## src/rtl/buzzer_pkg.sv

```systemverilog
// Shared clock basis for the buzzer subsystem: sequencer, tone dividers and timebase
// all derive their cycle counts from these constants.
package buzzer_pkg;

  localparam int unsigned CLK_HZ       = 32_768_000;
  localparam int unsigned SHORT_CYCLES = 4_096_000;    // 125 ms at CLK_HZ
  localparam int unsigned LONG_CYCLES  = 491_520_000;  // 15 s at CLK_HZ

  // Bits needed to hold the value n itself (0..n inclusive).
  function automatic int unsigned count_width(input longint unsigned n);
    return $clog2(n + 64'd1);
  endfunction

endpackage

```

## src/rtl/elapsed_counter.sv

```systemverilog
// Saturating elapsed-cycle counter with synchronous restart; done is a registered
// flag that stays high from the Nth uncleared edge until the next clear.
module elapsed_counter
  import buzzer_pkg::*;
#(
  parameter int unsigned N = 1,
  parameter int unsigned W = count_width(N)
) (
  input  logic clk,
  input  logic reset,
  input  logic clr,
  output logic done
);

  if (N < 1) begin : g_bad_n
    $error("elapsed_counter: N must be at least 1");
  end
  if (W < count_width(N)) begin : g_bad_w
    $error("elapsed_counter: W too narrow to hold N");
  end

  localparam logic [W-1:0] NVal = W'(N);

  logic [W-1:0] cnt_q;

  // Clear beats counting, so a clear on the completing edge keeps done low.
  always_ff @(posedge clk) begin
    if (reset || clr) begin
      cnt_q <= '0;
      done  <= 1'b0;
    end else if (cnt_q < NVal) begin
      cnt_q <= cnt_q + W'(1);
      done  <= ((cnt_q + W'(1)) == NVal);
    end
  end

endmodule

```

## src/rtl/buzzer_timebase.sv

```systemverilog
// Dual timebase for the buzzer sequencer: channel S times a note segment,
// channel L times the long interval. Channels share only clock and reset.
module buzzer_timebase
  import buzzer_pkg::*;
#(
  parameter int unsigned SHORT_CYCLES = buzzer_pkg::SHORT_CYCLES,
  parameter int unsigned LONG_CYCLES  = buzzer_pkg::LONG_CYCLES,
  parameter int unsigned SHORT_W      = count_width(SHORT_CYCLES),
  parameter int unsigned LONG_W       = count_width(LONG_CYCLES)
) (
  input  logic clk,
  input  logic reset,
  input  logic short_clr,
  input  logic long_clr,
  output logic short_done,
  output logic long_done
);

  elapsed_counter #(
    .N (SHORT_CYCLES),
    .W (SHORT_W)
  ) u_short (
    .clk   (clk),
    .reset (reset),
    .clr   (short_clr),
    .done  (short_done)
  );

  elapsed_counter #(
    .N (LONG_CYCLES),
    .W (LONG_W)
  ) u_long (
    .clk   (clk),
    .reset (reset),
    .clr   (long_clr),
    .done  (long_done)
  );

endmodule

```

## config.mk

```make
export PLATFORM = sky130hd
export DESIGN_NAME = buzzer_timebase
export DESIGN_NICKNAME = d
export VERILOG_FILES = /design/src/rtl/buzzer_pkg.sv /design/src/rtl/elapsed_counter.sv /design/src/rtl/buzzer_timebase.sv
export SDC_FILE = /design/constraint.sdc
export NUM_CORES = 1
export LEC_CHECK = 0
export ABC_AREA = 1
export ABC_CLOCK_PERIOD_IN_PS = 2500
export BUFFER_PORTS_ARGS = -buffer_cell sky130_fd_sc_hd__buf_2
export CAP_MARGIN = 15
export CORE_MARGIN = 1
export CORE_UTILIZATION = 40
export CTS_CLUSTER_SIZE = 16
export DETAILED_ROUTE_END_ITERATION = 12
export MAX_ROUTING_LAYER = met4
export PLACE_DENSITY = 0.65
export SYNTH_ARGS = -nofsm -noshare
export SYNTH_HDL_FRONTEND = slang
export SYNTH_HIERARCHICAL = 1
export SYNTH_SLANG_ARGS = --single-unit
```

## constraint.sdc

```tcl
create_clock -name clk -period 2.5 [get_ports clk]
set_input_delay 0.375 -clock clk [delete_from_list [all_inputs] [get_ports clk]]
set_output_delay 0.375 -clock clk [all_outputs]
set_load 0.01 [all_outputs]
```

# == Word level (Yosys, flattened, before mapping) ==
# Index checks and enable logic that the tools add are counted.
# W data, S select, Z words.
# word_totals
in_bits,4
ff_bits,53
word_cells,12
# classes
n_addsub,2
eq_ne,2
order_cmp,2
n_reduce_logical,2
# op_table
cell,count
$add A29 B1 Y29 const B,1
$eq A29 B29 Y1 const B,1
$lt A29 B29 Y1 const B,1
$add A22 B1 Y22 const B,1
$eq A22 B22 Y1 const B,1
$lt A22 B22 Y1 const B,1
$logic_or A1 B1 Y1,2

# == Depth between registers and ports, before layout ==
# depth
depth_word,2
ltp_mapped,13
depth_no_buf,13

# == Cells and area by module ==
# Netlist, hierarchy kept.
# modules_own_cells
mod,area_each_um2,n_inst,cells_each
elapsed_counter at u_long,2014.4,1,335
elapsed_counter at u_short,1535.2,1,258

# == Worst setup path before layout ==
# OpenSTA, ideal clock, no wires.
# synth_path
path_kind,register to register
startpoint,register u_long.cnt_q[0]
endpoint,register u_long.done
setup_time_ns,0.066
path_stages_with_launch,14
arrival_time_ns,1.602
path_slack_ns,0.832
path_cell_list,dfxtp_1 ha_1 nand2_2 nor2_4 nand2_4 nor2_4 nand2_1 nand2_1 nand2_1 nor2_1 nand2_1 nor2_1 nand3_1 a21oi_2
# synth_via
elab_chain_len,2
word_cells_on_any_way,3
cone_classes,add/sub (1); order compare (1); eq/ne (1)
# synth_rtl
item,line_no,text
start: declaration,elapsed_counter.sv:24,logic [W-1:0] cnt_q;
start signal: assignment,elapsed_counter.sv:32,cnt_q <= cnt_q + W'(1);
$add A29 B1 Y29,elapsed_counter.sv:33,done <= ((cnt_q + W'(1)) == NVal);
$eq A29 B29 Y1,elapsed_counter.sv:33,
end signal: assignment,elapsed_counter.sv:33,
end: declaration,elapsed_counter.sv:12,output logic done
# Parallel ways exist; a longest one is shown, timed or not.
# A chain may end at the register's enable or synchronous reset.

# == Worst setup path after layout ==
# layout_path
startpoint,register u_long.cnt_q[1]
endpoint,register u_long.done
# The elaborated chain is that of the path after synthesis.

==> metrics.yaml <==
status:
  status: "finished, final reports clean"
floorplan:
  boundaryPins: 6
  floorplan.die.height_um: 96.2
  die_width_um: 96.2
  core-area_mm2: 0.00864
  std_cell_rows: 34
  dieArea_mm2: 0.00925
  floorplan.initialDensity: 0.411
synth:
  count_of_different_cell_masters_after_synthesis: 27
  synth_top_cell_by_area: "sky130_fd_sc_hd__dfxtp_1"
  post-synth-top-area-fraction: 0.299
  ys.warnings.count: 6
  synthesis.nets: 600
  synthesis.instances: 593
  synth-seq-area-share: 0.299
  synth-seq-cells: 53
  synth.area.top_cells: "sky130_fd_sc_hd__dfxtp_1 (30%), sky130_fd_sc_hd__nand2_1 (21%), sky130_fd_sc_hd__nor2_1 (8.4%), sky130_fd_sc_hd__inv_1 (8.2%), sky130_fd_sc_hd__nand3_1 (5.4%)"
  avgSynthCellArea_um2: 5.99
  syn-cell-area_mm2: 0.00355
global_route:
  first_global_vias: 3184
  grt_antenna_before_repair: 0
  grt_remaining_overflow: 0
  track_usage: 0.204
  grt_first_pass_wirelength_um: 14400
  grt_start_max_net_pins: 27
worst_setup_path:
  regToRegEndpoint: "u_long/done$_SDFFE_PP0N_"
  criticalPathCategory: "reg -> reg"
  top_cell_by_count_worst_path: "sky130_fd_sc_hd__nand2_1"
  reg2regPathDepth: 13
  timing.critical_path.slowest_cell_delay_ns: 0.42
  worst-path-max-fanout: 6
  worst-endpoint-arrival_ns: 2.23
  worst-r2r-setup-slack_ns: 0.52
  critical_path.slowest_cell: "sky130_fd_sc_hd__dfxtp_1"
  critPathLaunchType: "flip-flop"
  crit_chain: "ha_1, nand2_2, nor2_4, nand2_4, nor2_4, nand2_1, nand2_1, nand2_1, nor2_1, nand2_1, nor2_1, nand3_1, a21oi_2"
  endpoint_kind: "flip-flop"
  cp.buffers_inverters: 0
  data_required_time_at_the_worst_endpoint_ns: 2.75
  cp_top_family: "simple AND/OR/NAND/NOR gates"
  critical_path.reg2reg.startpoint: "u_long/cnt_q[1]$_SDFFE_PP0N_"
final_layout:
  final_cells: 708
  finalNetCount: 606
  final_core_util: 0.438
  multi_input_area_mm2: 0.00215
  area_delta_synth_final_pct: 6.63
  antennaDiodeCount: 0
  drive_above_1_share: 0.0800
  ff_latch_area_mm2: 0.00106
  final.fill_count: 922
clocking:
  clk-insertion-delay-late_ns: 0.31
  cts_resized: 0
  htree_num_levels: 2
  cts_setup_buffers: 0
  clock_tree_from_tritoncts: "yes"
  clock_sink_count: 53
  numCtsBuffers: 5
  clockBufferDepth: 2
  clk_root_buffer_cell: "sky130_fd_sc_hd__clkbuf_8"
  cts.clk_slew.worst_paths_ns: 0.10
  cts_hold_buf: 0
place:
  io_buf_count: 5
  pre_cts_ws_ns: 0.534
  place.detailed.instances: 700
  routabilityCongestion: 0.876
  dp_hpwl_um: 6610
sta:
  final_hold_viol_count: 0
  rsz_0062_raised_after_global_routing: "false"
  finClkSkew_ns: 0.00979
  finalSetupViolCount: 0
  setup_slack_ns: 0.522
  post-route-period-util: 0.791
  fmaxAchievable_ghz: 0.505
  setup_total_negative_slack_ns: 0
  max_slew_headroom: 0.559
  hold-worst-slack_ns: 0.470
  final.min_clock_period_ns: 1.98
  worst_slew_pin_slew_ns: 0.661
  timing_max_transition_violations_final: 0
power_and_ir_drop:
  leakage_uw: 0.00159
  ir_worst_vdd_mv: 0.185
  cellPowerDensity_mw_per_mm2: 364
detailed_routing:
  drt-wirelength-per-cell_um: 12.2
  post-route-drc-count: 0
  drt-initial-drc-count: 168
  vias_per_cell: 5.01
  drt_pass1_iterations: 4
  num_vias: 3545
  routed_wl_um: 8650
  postRouteAntennaNets: 0
worst_hold_path:
  holdCritStartpoint: "short_clr"
  timing.hold.worst.class: "in -> reg"
  min_delay_worst_endpoint: "u_short/cnt_q[17]$_SDFFE_PP0N_"
  hold_path_depth: 4
flow_run:
  max-cap-violations: 0
-- cells in the final DEF (no fill, tap or decap), types with 3 or more instances in the layout --
cell type	netlist	layout
sky130_fd_sc_hd__xnor2_1	4	4
sky130_fd_sc_hd__buf_2	3	5
sky130_fd_sc_hd__nand4_1	7	7
sky130_fd_sc_hd__a21oi_1	16	16
sky130_fd_sc_hd__o21ai_0	27	27
sky130_fd_sc_hd__clkbuf_8	0	5
sky130_fd_sc_hd__nand3_1	38	38
sky130_fd_sc_hd__nand2_2	8	8
sky130_fd_sc_hd__nor2_4	10	10
sky130_fd_sc_hd__nor2_2	7	7
sky130_fd_sc_hd__nand2_1	202	202
sky130_fd_sc_hd__nand3b_1	5	5
sky130_fd_sc_hd__nor2_1	79	79
sky130_fd_sc_hd__a31oi_1	7	7
sky130_fd_sc_hd__dfxtp_1	53	53
sky130_fd_sc_hd__inv_1	78	78
sky130_fd_sc_hd__o21ai_1	3	3
sky130_fd_sc_hd__buf_4	0	5
sky130_fd_sc_hd__ha_1	3	3
sky130_fd_sc_hd__o211ai_1	21	21
-- worst min-delay path: stages --
cell	delay [ns]
sky130_fd_sc_hd__buf_2	0.09
sky130_fd_sc_hd__nor2_1	0.13
sky130_fd_sc_hd__o21ai_0	0.11
sky130_fd_sc_hd__inv_1	0.04
-- report_power, final --
part | internal, uW | switching, uW
Sequential | 847 | 4.44
Clock | 196 | 295
Combinational | 10.6 | 23.4
Total | 1050 | 323
-- cells in the mapped netlist --
| cell | number |
|---|---|
| sky130_fd_sc_hd__a21oi_2 | 2 |
| sky130_fd_sc_hd__clkbuf_1 | 8 |
| sky130_fd_sc_hd__xnor2_1 | 4 |
| sky130_fd_sc_hd__and2_1 | 2 |
| sky130_fd_sc_hd__inv_1 | 78 |
| sky130_fd_sc_hd__nand2_4 | 2 |
| sky130_fd_sc_hd__dfxtp_1 | 53 |
| sky130_fd_sc_hd__nand4_1 | 7 |
| sky130_fd_sc_hd__nor2_1 | 79 |
| sky130_fd_sc_hd__buf_2 | 3 |
| sky130_fd_sc_hd__ha_1 | 3 |
| sky130_fd_sc_hd__inv_2 | 1 |
| sky130_fd_sc_hd__a21oi_1 | 16 |
| sky130_fd_sc_hd__nand3b_1 | 5 |
| sky130_fd_sc_hd__nor2_2 | 7 |
| sky130_fd_sc_hd__nand3_1 | 38 |
| sky130_fd_sc_hd__nand2_1 | 202 |
| sky130_fd_sc_hd__a211oi_1 | 2 |
| sky130_fd_sc_hd__a31oi_1 | 7 |
| sky130_fd_sc_hd__o21ai_1 | 3 |
| sky130_fd_sc_hd__xor2_1 | 2 |
| sky130_fd_sc_hd__nand3_2 | 1 |
| sky130_fd_sc_hd__o211ai_1 | 21 |
| sky130_fd_sc_hd__nand2_2 | 8 |
| sky130_fd_sc_hd__nor2_4 | 10 |
| sky130_fd_sc_hd__o21bai_1 | 2 |
| sky130_fd_sc_hd__o21ai_0 | 27 |
-- routing by layer --
metal | wire, um | track usage
met5 | 0 | -
met1 | 4150 | 0.251
met2 | 3970 | 0.334
met3 | 300 | 0.0300
met4 | 229 | 0.0833
-- how the worst max path moves through the flow --
stage                                             from                        to  slack (ns)  cells after the start
after global routing      u_long/cnt_q[0]$_SDFFE_PP0N_  u_long/done$_SDFFE_PP0N_        0.31                     13
after floorplan           u_long/cnt_q[0]$_SDFFE_PP0N_  u_long/done$_SDFFE_PP0N_        0.83                     13
after CTS                 u_long/cnt_q[0]$_SDFFE_PP0N_  u_long/done$_SDFFE_PP0N_        0.52                     13
after detailed placement  u_long/cnt_q[0]$_SDFFE_PP0N_  u_long/done$_SDFFE_PP0N_        0.53                     13
final                     u_long/cnt_q[1]$_SDFFE_PP0N_  u_long/done$_SDFFE_PP0N_        0.52                     13
after global placement    u_long/cnt_q[0]$_SDFFE_PP0N_  u_long/done$_SDFFE_PP0N_        0.59                     13
-- state kept, by name, summed over array words and instances (netlist names) --
name	flops
u_long/cnt_q	29
u_short/cnt_q	22
u_long/done	1
u_short/done	1
-- through the flow --
stage | instance area, um^2 | power (uW)
6_report | 3780 | 1380
5_1_grt | 3780 | 1440
4_1_cts | 3780 | 1400
3_3_place_gp | 3700 | 904
3_5_place_dp | 3700 | 905
2_1_floorplan | 3550 | 892
-- kinds of logic after synthesis --
group,count (synthesis),synth area share
xor+xnor,6,0.0148
flops,53,0.299
compound gates,80,0.135
buf+inv,90,0.0962
simple gates,361,0.444
fa+ha+maj,3,0.0106
-- final cells by class --
| class | count | share of cell area |
|---|---|---|
| flip-flops and latches | 53 | 0.280 |
| repair buffers | 10 | 0.0165 |
| inverters | 79 | 0.0783 |
| clock buffers | 6 | 0.0192 |
| well taps | 108 | 0.0357 |
| clock inverters | 2 | 0.00264 |
| multi-input cells | 450 | 0.567 |
(Power assumes the default switching activity.)
